File: src/rtl/serial_adder_defs.vh
// Shared encodings for the digit-serial adder: FSM state codes and digit width.
`ifndef SERIAL_ADDER_DEFS_VH
`define SERIAL_ADDER_DEFS_VH
`define SA_IDLE  2'b00
`define SA_ADD   2'b01
`define SA_DONE  2'b10
`define SA_DIGIT 2
`endif

File: src/rtl/serial_adder_ctrl_pkg.sv
// Types and constants for serial_adder_ctrl, built on the shared defs include.
package serial_adder_ctrl_pkg;
`include "serial_adder_defs.vh"

  typedef enum logic [1:0] {
    S_IDLE = `SA_IDLE,
    S_ADD  = `SA_ADD,
    S_DONE = `SA_DONE
  } state_t;

  localparam int DIGIT = `SA_DIGIT;
endpackage

File: src/rtl/adder_2bit_cin.sv
// Two-bit ripple adder with carry-in; the datapath slice of the serial adder.
module adder_2bit_cin (
  output logic       Carry,
  output logic [1:0] Sum,
  input  logic [1:0] A,
  input  logic [1:0] B,
  input  logic       Cin
);
  logic c0;

  full_adder u_fa0 (.a(A[0]), .b(B[0]), .cin(Cin), .sum(Sum[0]), .cout(c0));
  full_adder u_fa1 (.a(A[1]), .b(B[1]), .cin(c0),  .sum(Sum[1]), .cout(Carry));
endmodule

File: src/rtl/full_adder.sv
// One-bit full adder.
module full_adder (
  input  logic a,
  input  logic b,
  input  logic cin,
  output logic sum,
  output logic cout
);
  assign sum  = a ^ b ^ cin;
  assign cout = (a & b) | (cin & (a ^ b));
endmodule

File: src/rtl/serial_adder_ctrl.sv
// Digit-serial WIDTH-bit adder: two bits per cycle, LSB digit first, Done pulse on completion.
// Optional signed-overflow output enabled by defining SERIAL_ADDER_OVERFLOW_EN.
module serial_adder_ctrl
  import serial_adder_ctrl_pkg::*;
#(
  parameter int WIDTH = 8
) (
  input  logic             Clk,
  input  logic             Reset,
  input  logic             Start,
  input  logic [WIDTH-1:0] A,
  input  logic [WIDTH-1:0] B,
  output logic             Busy,
  output logic             Done,
  output logic [WIDTH-1:0] Sum,
  output logic             Carry
`ifdef SERIAL_ADDER_OVERFLOW_EN
  ,
  output logic             Overflow
`endif
);
  localparam int NDIG = WIDTH / DIGIT;
  localparam int CW   = $clog2(NDIG + 1);
  localparam logic [CW-1:0] LAST = CW'(NDIG - 1);

  state_t           state;
  logic [WIDTH-1:0] op_a, op_b;
  logic [CW-1:0]    cnt;
  logic             cy;
  logic [DIGIT-1:0] s_sum;
  logic             s_cy;
`ifdef SERIAL_ADDER_OVERFLOW_EN
  logic [1:0]       msb;
`endif

  adder_2bit_cin u_slice (
    .Carry (s_cy),
    .Sum   (s_sum),
    .A     (op_a[DIGIT-1:0]),
    .B     (op_b[DIGIT-1:0]),
    .Cin   (cy)
  );

  assign Carry = cy;

  always_ff @(posedge Clk) begin
    if (Reset) begin
      state <= S_IDLE;
      op_a  <= '0;
      op_b  <= '0;
      Sum   <= '0;
      cy    <= 1'b0;
      cnt   <= '0;
      Busy  <= 1'b0;
      Done  <= 1'b0;
`ifdef SERIAL_ADDER_OVERFLOW_EN
      msb      <= 2'b00;
      Overflow <= 1'b0;
`endif
    end else begin
      case (state)
        S_IDLE: begin
          Done <= 1'b0;
          if (Start) begin
            op_a  <= A;
            op_b  <= B;
            cy    <= 1'b0;
            cnt   <= '0;
            Busy  <= 1'b1;
            state <= S_ADD;
`ifdef SERIAL_ADDER_OVERFLOW_EN
            msb <= {A[WIDTH-1], B[WIDTH-1]};
`endif
          end
        end
        S_ADD: begin
          op_a <= op_a >> DIGIT;
          op_b <= op_b >> DIGIT;
          Sum  <= {s_sum, Sum[WIDTH-1:DIGIT]};
          cy   <= s_cy;
          cnt  <= cnt + 1'b1;
          if (cnt == LAST) begin
            Busy  <= 1'b0;
            Done  <= 1'b1;
            state <= S_DONE;
`ifdef SERIAL_ADDER_OVERFLOW_EN
            // s_sum[1] is the final result MSB landing on this edge
            Overflow <= (msb[1] == msb[0]) && (s_sum[DIGIT-1] != msb[1]);
`endif
          end
        end
        S_DONE: begin
          Done  <= 1'b0;
          state <= S_IDLE;
        end
        default: state <= S_IDLE;
      endcase
    end
  end
endmodule

File: config.mk
export PLATFORM = sky130hd
export DESIGN_NAME = serial_adder_ctrl
export DESIGN_NICKNAME = d
export VERILOG_FILES = /design/src/rtl/serial_adder_ctrl_pkg.sv /design/src/rtl/adder_2bit_cin.sv /design/src/rtl/full_adder.sv /design/src/rtl/serial_adder_ctrl.sv
export VERILOG_INCLUDE_DIRS = /design/src /design/src/rtl
export SDC_FILE = /design/constraint.sdc
export NUM_CORES = 1
export LEC_CHECK = 0
export BUFFER_PORTS_ARGS = -buffer_cell sky130_fd_sc_hd__clkbuf_2
export CAP_MARGIN = 20
export CORE_ASPECT_RATIO = 0.75
export CORE_UTILIZATION = 50
export DETAILED_ROUTE_END_ITERATION = 7
export GPL_TIMING_DRIVEN = 0
export PLACE_DENSITY = 0.74
export SLEW_MARGIN = 20
export SYNTH_ARGS = -nofsm -noshare
export SYNTH_HDL_FRONTEND = slang
export SYNTH_HIERARCHICAL = 1
export SYNTH_SLANG_ARGS = --single-unit
File: constraint.sdc
create_clock -name Clk -period 1.65 [get_ports Clk]
set_input_delay 0.495 -clock Clk [delete_from_list [all_inputs] [get_ports Clk]]
set_output_delay 0.495 -clock Clk [all_outputs]
set_load 0.02 [all_outputs]
==> flow_summary.json <==
{
  "drt_iter0_drc": 64,
  "period_share_pct": 93.4,
  "tightest_slew_ps": 702,
  "cp.arrival_ps": 1750,
  "cap_violations": 0,
  "hold_violations": 0,
  "setup_viol": 0,
  "slew_viol_final": 0,
  "switching_share_pct": 26.5,
  "synth_top_area_share_pct": 45.6,
  "drt_pass1_iterations": 5,
  "synth.avg_cell_area_um2": 10.1,
  "cts_tree": "built",
  "crit_end": "Sum[7]$_SDFFE_PP0P_",
  "synthToLayoutAreaGrowth_pct": 20.1,
  "start_kind": "flop",
  "clk_latency_ps": 280,
  "async_reset_ff_share_pct": 0,
  "core-area_mm2": 0.00264,
  "synth.area.top_cells": "dfxtp_1 46%, a211oi_2 12%, mux2i_1 9.3%",
  "portBuffers": 29,
  "die_h_um": 47.9,
  "report.power.total_mw": 1.72,
  "path_max_fanout": 2,
  "synthFlopType": "dfxtp_1",
  "drc": 0,
  "grt_pass1_wl_um": 4650,
  "cts_sinks": 32,
  "p_clk_share_pct": 36.2,
  "wl_um": 2890,
  "slew_headroom_pct": 53.2,
  "critical_path_required_ps": 1860,
  "place_ws_ps": 169,
  "vias": 1106,
  "synth-seq-cells": 32,
  "holdBufCountCts": 0,
  "ys_warn_count": 6,
  "cts_made_buffers": 5,
  "ios": 30,
  "synthesis.area_mm2": 0.00141,
  "ctsResizeCount": 0,
  "cellLeakagePower_nw": 0.713,
  "share_seq_of_total_power_pct": 49.3,
  "clk_pin_slew_ps": 60,
  "gr-total-overflow": 0,
  "r2r_cells": 4,
  "rsz0062_at_grt": "no",
  "ir_drop_mv": 0.597,
  "reg2reg_slack_ps": 110,
  "rows": 16,
  "start_util_pct": 53.2,
  "p_sw_mw": 0.455,
  "routedWlPerCell_um": 13.6,
  "synth_fp_nets": 162,
  "synth_area_leader_cell": "dfxtp_1",
  "antenna_found_initial": 0,
  "die-area_mm2": 0.00303,
  "clk_path_buf_depth": 2,
  "place_congestion": 0.670,
  "seq_area_frac_synth_pct": 45.6,
  "antenna_left": 0,
  "outcome": "finished clean",
  "clockRootBuffer": "clkbuf_8",
  "fin_crit_ps": 1540,
  "grt_use_total_pct": 21.3,
  "hpwlAfterDp_um": 1990,
  "post_cts_buffers": 0,
  "reg2reg_from": "op_a[0]$_SDFFE_PP0P_",
  "num_antenna_cells": 0,
  "finalInstanceArea_mm2": 0.00169,
  "drive_gt1_share_pct": 32.4,
  "synth.distinct_cells": 25,
  "grt_max_degree": 11,
  "vias_per_cell": 5.22,
  "finalWorstSetupSlack_ps": 109,
  "crit_path_start": "op_a[0]$_SDFFE_PP0P_",
  "finClkSkew_ps": 7.99,
  "synth.most_common_cell": "dfxtp_1",
  "htreeDepth": 2,
  "comb_power_share_pct": 14.5,
  "intPower_mw": 1.26,
  "setup.worst_path.end_class": "flop",
  "crit_type": "flop to flop",
  "syn_inst": 139,
  "tns_ps": 0,
  "synth_edf_count": 0,
  "die_x_um": 63.2,
  "fmax_mhz": 649,
  "first_global_vias": 1016,
  "synth_common_cells": "32 x dfxtp_1, 21 x nor2_1, 16 x nand2_1, 13 x a211oi_2, 13 x mux2i_1",
  "nets": 198,
  "r2r_end": "Sum[7]$_SDFFE_PP0P_",
  "placedInstanceArea_mm2": 0.00160,
  "powerDensity_mw_per_mm2": 1020,
  "hold_class": "primary input to flop"
}
power by group through the flow:
stage	registers, mW	clock network [mW]	logic [mW]
after floorplan	0.868	0	0.170
after global placement	0.861	0	0.238
after detailed placement	0.863	0	0.246
after CTS	0.847	0.622	0.249
after global routing	0.852	0.654	0.275
final	0.847	0.621	0.249
state kept, by name, summed over array words and instances (netlist names):
name and flops:
state 2, Busy 1, op_b 8, cnt 3
Done 1, Sum 8, Carry 1, op_a 8
layer usage:
layer	track usage [%]	part of all wire, %	up-vias
met5	0	0	-
met4	8.64	0.73	0
met3	5.71	5.6	3
met2	38.3	48	36
met1	25.3	46	515
li1	-	-	552
critical path, cell delays in order (launching register included):
cell	delay, ps
dfxtp_1	330
fa_1	450
fa_1	500
nand2_1	60
a21oi_1	130
worst min path at each step:
| stage | cells past startpoint | endpoint | slack (ps) | start |
|---|---|---|---|---|
| after floorplan | 1 | cnt[0]$_SDFFE_PP0P_ | 450 | cnt[0]$_SDFFE_PP0P_ |
| after global placement | 2 | Sum[0]$_SDFFE_PP0P_ | 440 | Sum[0]$_SDFFE_PP0P_ |
| after detailed placement | 2 | Sum[1]$_SDFFE_PP0P_ | 450 | Sum[1]$_SDFFE_PP0P_ |
| after CTS | 2 | cnt[0]$_SDFFE_PP0P_ | 440 | Reset |
| after global routing | 2 | cnt[0]$_SDFFE_PP0P_ | 450 | Reset |
| final | 2 | cnt[0]$_SDFFE_PP0P_ | 450 | Reset |
placed cells by master, fill, tap and decap left out, types with 3 or more instances in the layout:
cell type	n
clkbuf_2	29
dfxtp_1	32
a21oi_1	9
clkbuf_8	6
nor2_1	21
mux2i_1	13
a22oi_1	6
a211oi_2	13
nand2_1	16
buf_6	3
stage by stage:
| stage | hold WS (ps) | instances | utilization (%) |
|---|---|---|---|
| final | 453 | 212 | 63.9 |
| after global routing | 454 | 212 | 63.9 |
| after CTS | 441 | 212 | 63.9 |
| after detailed placement | 450 | 204 | 60.4 |
| after global placement | 443 | 204 | 60.4 |
| after floorplan | 449 | 139 | - |
kinds of logic after synthesis:
| logic type | share of synthesized area [%] |
|---|---|
| AO/OA/AOI/OAI | 20.7 |
| buffers and inverters | 6.23 |
| adder cells (fa/ha/maj) | 4.63 |
| multiplexers | 9.25 |
| flip-flops | 45.6 |
| AND/OR/NAND/NOR | 13.6 |
final cells by class:
type	count	area (um2)
clock buffer	6	82.6
multi-input combinational	95	678
inverter	2	7.51
fill	248	953
tap	36	45.0
buffer	10	80.1
timing repair buffer	29	145
sequential	32	641
clock inverter	2	10.0
No activity file was read; power rests on OpenSTA's default activity.
